$ cat src/rtl/dwishbone_bus_if.sv
// Wishbone master bridge between the CPU memory stage and the system bus.
// It accepts one CPU access at a time and runs one classic Wishbone cycle
// for it. The cycle ends on the slave ack, on a flush, or after TIMEOUT
// cycles without an ack. Load data is kept in a read buffer so the CPU can
// pick it up while its pipeline is still held by another source.
module dwishbone_bus_if #(
   parameter int unsigned TIMEOUT = 255
) (
   input  logic        clk,
   input  logic        rst,
   input  logic        cpu_ce_i,
   input  logic        cpu_we_i,
   input  logic [31:0] cpu_addr_i,
   input  logic [31:0] cpu_data_i,
   input  logic [3:0]  cpu_sel_i,
   input  logic        stall_i,
   input  logic        flush_i,
   output logic [31:0] cpu_data_o,
   output logic        stallreq_o,
   output logic        bus_err_o,
   input  logic [31:0] wishbone_data_i,
   input  logic        wishbone_ack_i,
   output logic [31:0] wishbone_addr_o,
   output logic [31:0] wishbone_data_o,
   output logic        wishbone_we_o,
   output logic [3:0]  wishbone_sel_o,
   output logic        wishbone_stb_o,
   output logic        wishbone_cyc_o
);

   localparam logic [1:0] S_IDLE       = 2'd0;
   localparam logic [1:0] S_BUSY       = 2'd1;
   localparam logic [1:0] S_WAIT_STALL = 2'd2;

   // Last counter value before the abort edge: the counter starts at 0 in
   // the first BUSY cycle, so TIMEOUT cycles end when it reads TIMEOUT-1.
   localparam logic [7:0] TIMEOUT_LAST = 8'(TIMEOUT - 1);

   logic [1:0]  state_q, state_d;
   logic [7:0]  cnt_q, cnt_d;
   logic [31:0] rbuf_q, rbuf_d;
   logic [31:0] addr_q, addr_d;
   logic [31:0] wdata_q, wdata_d;
   logic        we_q, we_d;
   logic [3:0]  sel_q, sel_d;
   logic        cyc_q, cyc_d;
   logic        err_q, err_d;
   logic        timeout_hit;

   assign timeout_hit = (state_q == S_BUSY) && (cnt_q >= TIMEOUT_LAST);

   // Next-state logic: flush beats ack, ack beats timeout.
   always_comb begin
      state_d = state_q;
      cnt_d   = cnt_q;
      rbuf_d  = rbuf_q;
      addr_d  = addr_q;
      wdata_d = wdata_q;
      we_d    = we_q;
      sel_d   = sel_q;
      cyc_d   = cyc_q;
      err_d   = 1'b0;
      case (state_q)
         S_IDLE: begin
            if (cpu_ce_i && !flush_i) begin
               addr_d  = cpu_addr_i;
               wdata_d = cpu_data_i;
               we_d    = cpu_we_i;
               sel_d   = cpu_sel_i;
               cyc_d   = 1'b1;
               cnt_d   = 8'd0;
               rbuf_d  = 32'd0;
               state_d = S_BUSY;
            end
         end
         S_BUSY: begin
            if (flush_i || wishbone_ack_i || timeout_hit) begin
               addr_d  = 32'd0;
               wdata_d = 32'd0;
               we_d    = 1'b0;
               sel_d   = 4'd0;
               cyc_d   = 1'b0;
               state_d = S_IDLE;
            end
            if (flush_i) begin
               // pending access abandoned, buffer untouched
            end else if (wishbone_ack_i) begin
               if (!we_q) begin
                  rbuf_d = wishbone_data_i;
               end
               if (stall_i) begin
                  state_d = S_WAIT_STALL;
               end
            end else if (timeout_hit) begin
               err_d  = 1'b1;
               rbuf_d = 32'd0;
            end else if (cnt_q != 8'hFF) begin
               cnt_d = cnt_q + 8'd1;
            end
         end
         S_WAIT_STALL: begin
            if (!stall_i || flush_i) begin
               state_d = S_IDLE;
            end
         end
         default: begin
            addr_d  = 32'd0;
            wdata_d = 32'd0;
            we_d    = 1'b0;
            sel_d   = 4'd0;
            cyc_d   = 1'b0;
            state_d = S_IDLE;
         end
      endcase
   end

   // State and bus registers with synchronous reset.
   always_ff @(posedge clk) begin
      if (rst) begin
         state_q <= S_IDLE;
         cnt_q   <= 8'd0;
         rbuf_q  <= 32'd0;
         addr_q  <= 32'd0;
         wdata_q <= 32'd0;
         we_q    <= 1'b0;
         sel_q   <= 4'd0;
         cyc_q   <= 1'b0;
         err_q   <= 1'b0;
      end else begin
         state_q <= state_d;
         cnt_q   <= cnt_d;
         rbuf_q  <= rbuf_d;
         addr_q  <= addr_d;
         wdata_q <= wdata_d;
         we_q    <= we_d;
         sel_q   <= sel_d;
         cyc_q   <= cyc_d;
         err_q   <= err_d;
      end
   end

   // CPU-facing stall request and load data; both read as reset state while rst is high.
   always_comb begin
      stallreq_o = 1'b0;
      cpu_data_o = 32'd0;
      if (!rst) begin
         case (state_q)
            S_IDLE: begin
               stallreq_o = cpu_ce_i & ~flush_i;
               cpu_data_o = rbuf_q;
            end
            S_BUSY: begin
               stallreq_o = ~wishbone_ack_i & ~flush_i & ~timeout_hit;
               if (wishbone_ack_i && !we_q) begin
                  cpu_data_o = wishbone_data_i;
               end
            end
            S_WAIT_STALL: begin
               cpu_data_o = rbuf_q;
            end
            default: begin
               stallreq_o = 1'b0;
               cpu_data_o = 32'd0;
            end
         endcase
      end
   end

   assign wishbone_addr_o = addr_q;
   assign wishbone_data_o = wdata_q;
   assign wishbone_we_o   = we_q;
   assign wishbone_sel_o  = sel_q;
   assign wishbone_stb_o  = cyc_q;
   assign wishbone_cyc_o  = cyc_q;
   assign bus_err_o       = err_q;

endmodule

$ cat config.mk
export PLATFORM = sky130hd
export DESIGN_NAME = dwishbone_bus_if
export DESIGN_NICKNAME = d
export VERILOG_FILES = /design/src/rtl/dwishbone_bus_if.sv
export SDC_FILE = /design/constraint.sdc
export NUM_CORES = 1
export LEC_CHECK = 0
export BUFFER_PORTS_ARGS = -buffer_cell sky130_fd_sc_hd__buf_2
export CAP_MARGIN = 30
export CORE_ASPECT_RATIO = 0.5
export CORE_UTILIZATION = 47
export CTS_BUF_LIST = sky130_fd_sc_hd__clkbuf_16
export DETAILED_ROUTE_END_ITERATION = 7
export HOLD_SLACK_MARGIN = 0.15
export PLACE_DENSITY = 0.8
export SLEW_MARGIN = 20
export SYNTH_ARGS = -nofsm -noshare
export SYNTH_HDL_FRONTEND = slang
export SYNTH_SLANG_ARGS = --single-unit
$ cat constraint.sdc
create_clock -name clk -period 2 [get_ports clk]
set_input_delay 0.2 -clock clk [delete_from_list [all_inputs] [get_ports clk]]
set_output_delay 0.2 -clock clk [all_outputs]
set_load 0.01 [all_outputs]
==> metrics.yaml <==
timing:
  max_freq_mhz: 504
  final_max_slew_viol_count: 0
  setup_viol: 0
  clock_skew_ns: 0.0108
  slew_headroom_pct: 61.2
  period_share_pct: 99.3
  finalCriticalPeriod_ns: 1.99
  hold_viol: 0
  tightest_slew_ns: 0.581
  fin_ws_ns: 0.0142
clocking:
  clk_pin_slew_ns: 0.06
  clkSinkCount: 113
  clock_latency_ns: 0.40
  cts_tree: "yes"
  h-tree-depth: 4
  cts_max_path_buffers: 2
  numCtsBuffers: 17
  cts_root_buf: "clkbuf_16"
logic_synthesis:
  synth.area.top_cells: "dfxtp_1 49%, a22o_1 10%, a21oi_1 9.2%"
  yosys.cell_types.count: 48
  ys_warn_count: 0
  synth.top_cell.area_share_pct: 48.5
  synth_most_common_cell: "dfxtp_1"
  async_flop_share_pct: 0
  yosysTopAreaCell: "dfxtp_1"
  synth-edff-count: 0
  synth_nets: 644
  synthFlopType: "dfxtp_1"
  synth_common_cells: "113 x dfxtp_1, 86 x a21oi_1, 54 x nand2_1, 53 x a22o_1, 49 x o21ai_1"
  ys_ff_latch: 113
  netlist_instances: 535
  synth_area_um2: 4660
  ys_seq_area_share_pct: 48.5
  syn_area_per_cell_um2: 8.71
final_layout:
  fillers: 576
  nets: 957
  area_delta_synth_final_pct: 64.8
  drive_gt1_share_pct: 34.3
  post-route-util_pct: 80.5
setup_path:
  crit_type: "flop to primary output"
  crit_required_ns: 1.80
  timing.rr.end: "wishbone_data_o[3]"
  cp.arrival_ns: 1.79
  r2r_start: "state_q[1]"
  endpoint_kind: "primary output"
  r2r_cells: 6
  startpoint: "state_q[1]"
  rrSetupSlack_ns: 0.04
  crit_path_start_kind: "flop"
  path_max_fanout: 8
detailed_routing:
  drc_errors: 0
  post_drt_wl_per_cell_um: 18.0
  first_pass_iters: 8
  wl_um: 18000
  dr.first_iter.drc_count: 530
  antenna_left: 0
  vias: 5648
  viasPerCell: 5.66
placement:
  place_congestion: 0.925
  hpwl_um: 8500
  portBuffers: 211
  pre_cts_ws_ns: 0.178
global_route:
  grt_pass1_wl_um: 26400
  grt_max_degree: 56
  grtUsageTotal_pct: 33.2
  antenna_found_initial: 1
  overflow: 0
  first_global_vias: 5326
hold_path:
  hold_depth: 3
  min_from: "cpu_ce_i"
  hold_end: "wishbone_cyc_o"
  hold_path_class: "input port to flop"
floorplan:
  io_pins: 212
  die_w_um: 143
  die_area_um2: 10300
  core_um2: 9540
  rows: 25
  start_util_pct: 48.9
  die-height_um: 72.4
job:
  cap_violations: 0
pwr:
  p_per_area_nw_per_um2: 809
  ir_drop_uv: 829
  p_leak_nw: 3.54
run_status:
  outcome: "complete, no violations"
cells by family after synthesis:
| family | share of synthesized area (%) |
|---|---|
| simple gates | 16.5 |
| compound gates | 29.0 |
| buf+inv | 5.23 |
| mux | 0.215 |
| flops | 48.5 |
| fa+ha+maj | 0.537 |
worst max-delay path, cell delays in order (launching register included):
cell	delay (ns)
dfxtp_4	0.38
nor4b_4	0.33
o31a_2	0.24
nor2_2	0.05
nor3_1	0.17
buf_2	0.20
state kept, by name (all words and copies together), names as in the netlist:
signal and cells:
bus_err_o 1, cnt_q 8, rbuf_q 32, state_q 2, wishbone_addr_o 32, wishbone_cyc_o 1
wishbone_data_o 32, wishbone_sel_o 4, wishbone_we_o 1
report_power, final:
| part | leakage, nW | internal [W] | switching, W |
|---|---|---|---|
| Sequential | 0.922 | 0.00232 | 0.0000438 |
| Combinational | 2.32 | 0.000373 | 0.000383 |
| Clock | 0.296 | 0.00205 | 0.00105 |
area by class of cell:
type | count | area [um2] | area share, %
repair buffers | 342 | 2380 | 31.0
inverters | 2 | 7.51 | 0.0977
well taps | 135 | 169 | 2.20
diodes | 2 | 5.00 | 0.0651
multi-input cells | 372 | 2240 | 29.2
clock buffers | 17 | 425 | 5.54
flip-flops and latches | 113 | 2280 | 29.7
clock inverters | 14 | 171 | 2.23
repair_timing:
action | 4_1_cts | 5_1_grt
pin swaps | 1 | 5
resized for setup | 9 | 16
endpoints found under the setup margin | 33 | 13
gates cloned | 0 | 2
buffers inserted | 1 | 6
hold buffers | 103 | 0
hold endpoints to repair | 102 | 0
how the worst max path moves through the flow:
stage	to	slack, ns	depth (start not counted)
final	stallreq_o	0.01	5
after global routing	cpu_data_o[1]	-0.03	6
after CTS	stallreq_o	0.005	6
after detailed placement	rbuf_q[20]	0.18	6
after global placement	rbuf_q[16]	0.26	5
after floorplan	stallreq_o	0.15	8
per-layer routing:
metal	vias to the layer above	routed length [um]	global-route usage [%]
li1	2531	-	-
met1	2642	7170	37.7
met2	363	8580	56.0
met3	112	1260	8.12
met4	0	961	23.5
met5	-	0	0
layout by cell type, fill, tap and decap left out, types with 3 or more instances in the layout:
master           n
buf_4           20
a22o_1          53
and3_1           3
clkbuf_16       19
dfxtp_4          3
clkinv_2         4
nand2_1         54
nor2b_1         33
buf_12           4
a21o_1           3
clkinv_1         3
bufinv_16        4
dfxtp_1        106
nor2_1          37
nor3_1           4
dlygate4sd3_1  103
a21oi_1         83
o21ai_1         49
nand3_1          4
buf_2          211
dfxtp_2          4
a211oi_1         4
stage by stage:
step	total power [W]	hold WS [ns]	setup TNS, ns	area, um2	cells
6_report	0.00622	0.232	0	7680	997
5_1_grt	0.00640	0.244	-0.281	7680	996
4_1_cts	0.00616	0.183	0	7530	987
3_5_place_dp	0.00294	0.421	0	5870	852
3_3_place_gp	0.00293	0.415	0	5870	852
2_1_floorplan	0.00268	0.277	0	4660	535
No activity file was read; power rests on OpenSTA's default activity.
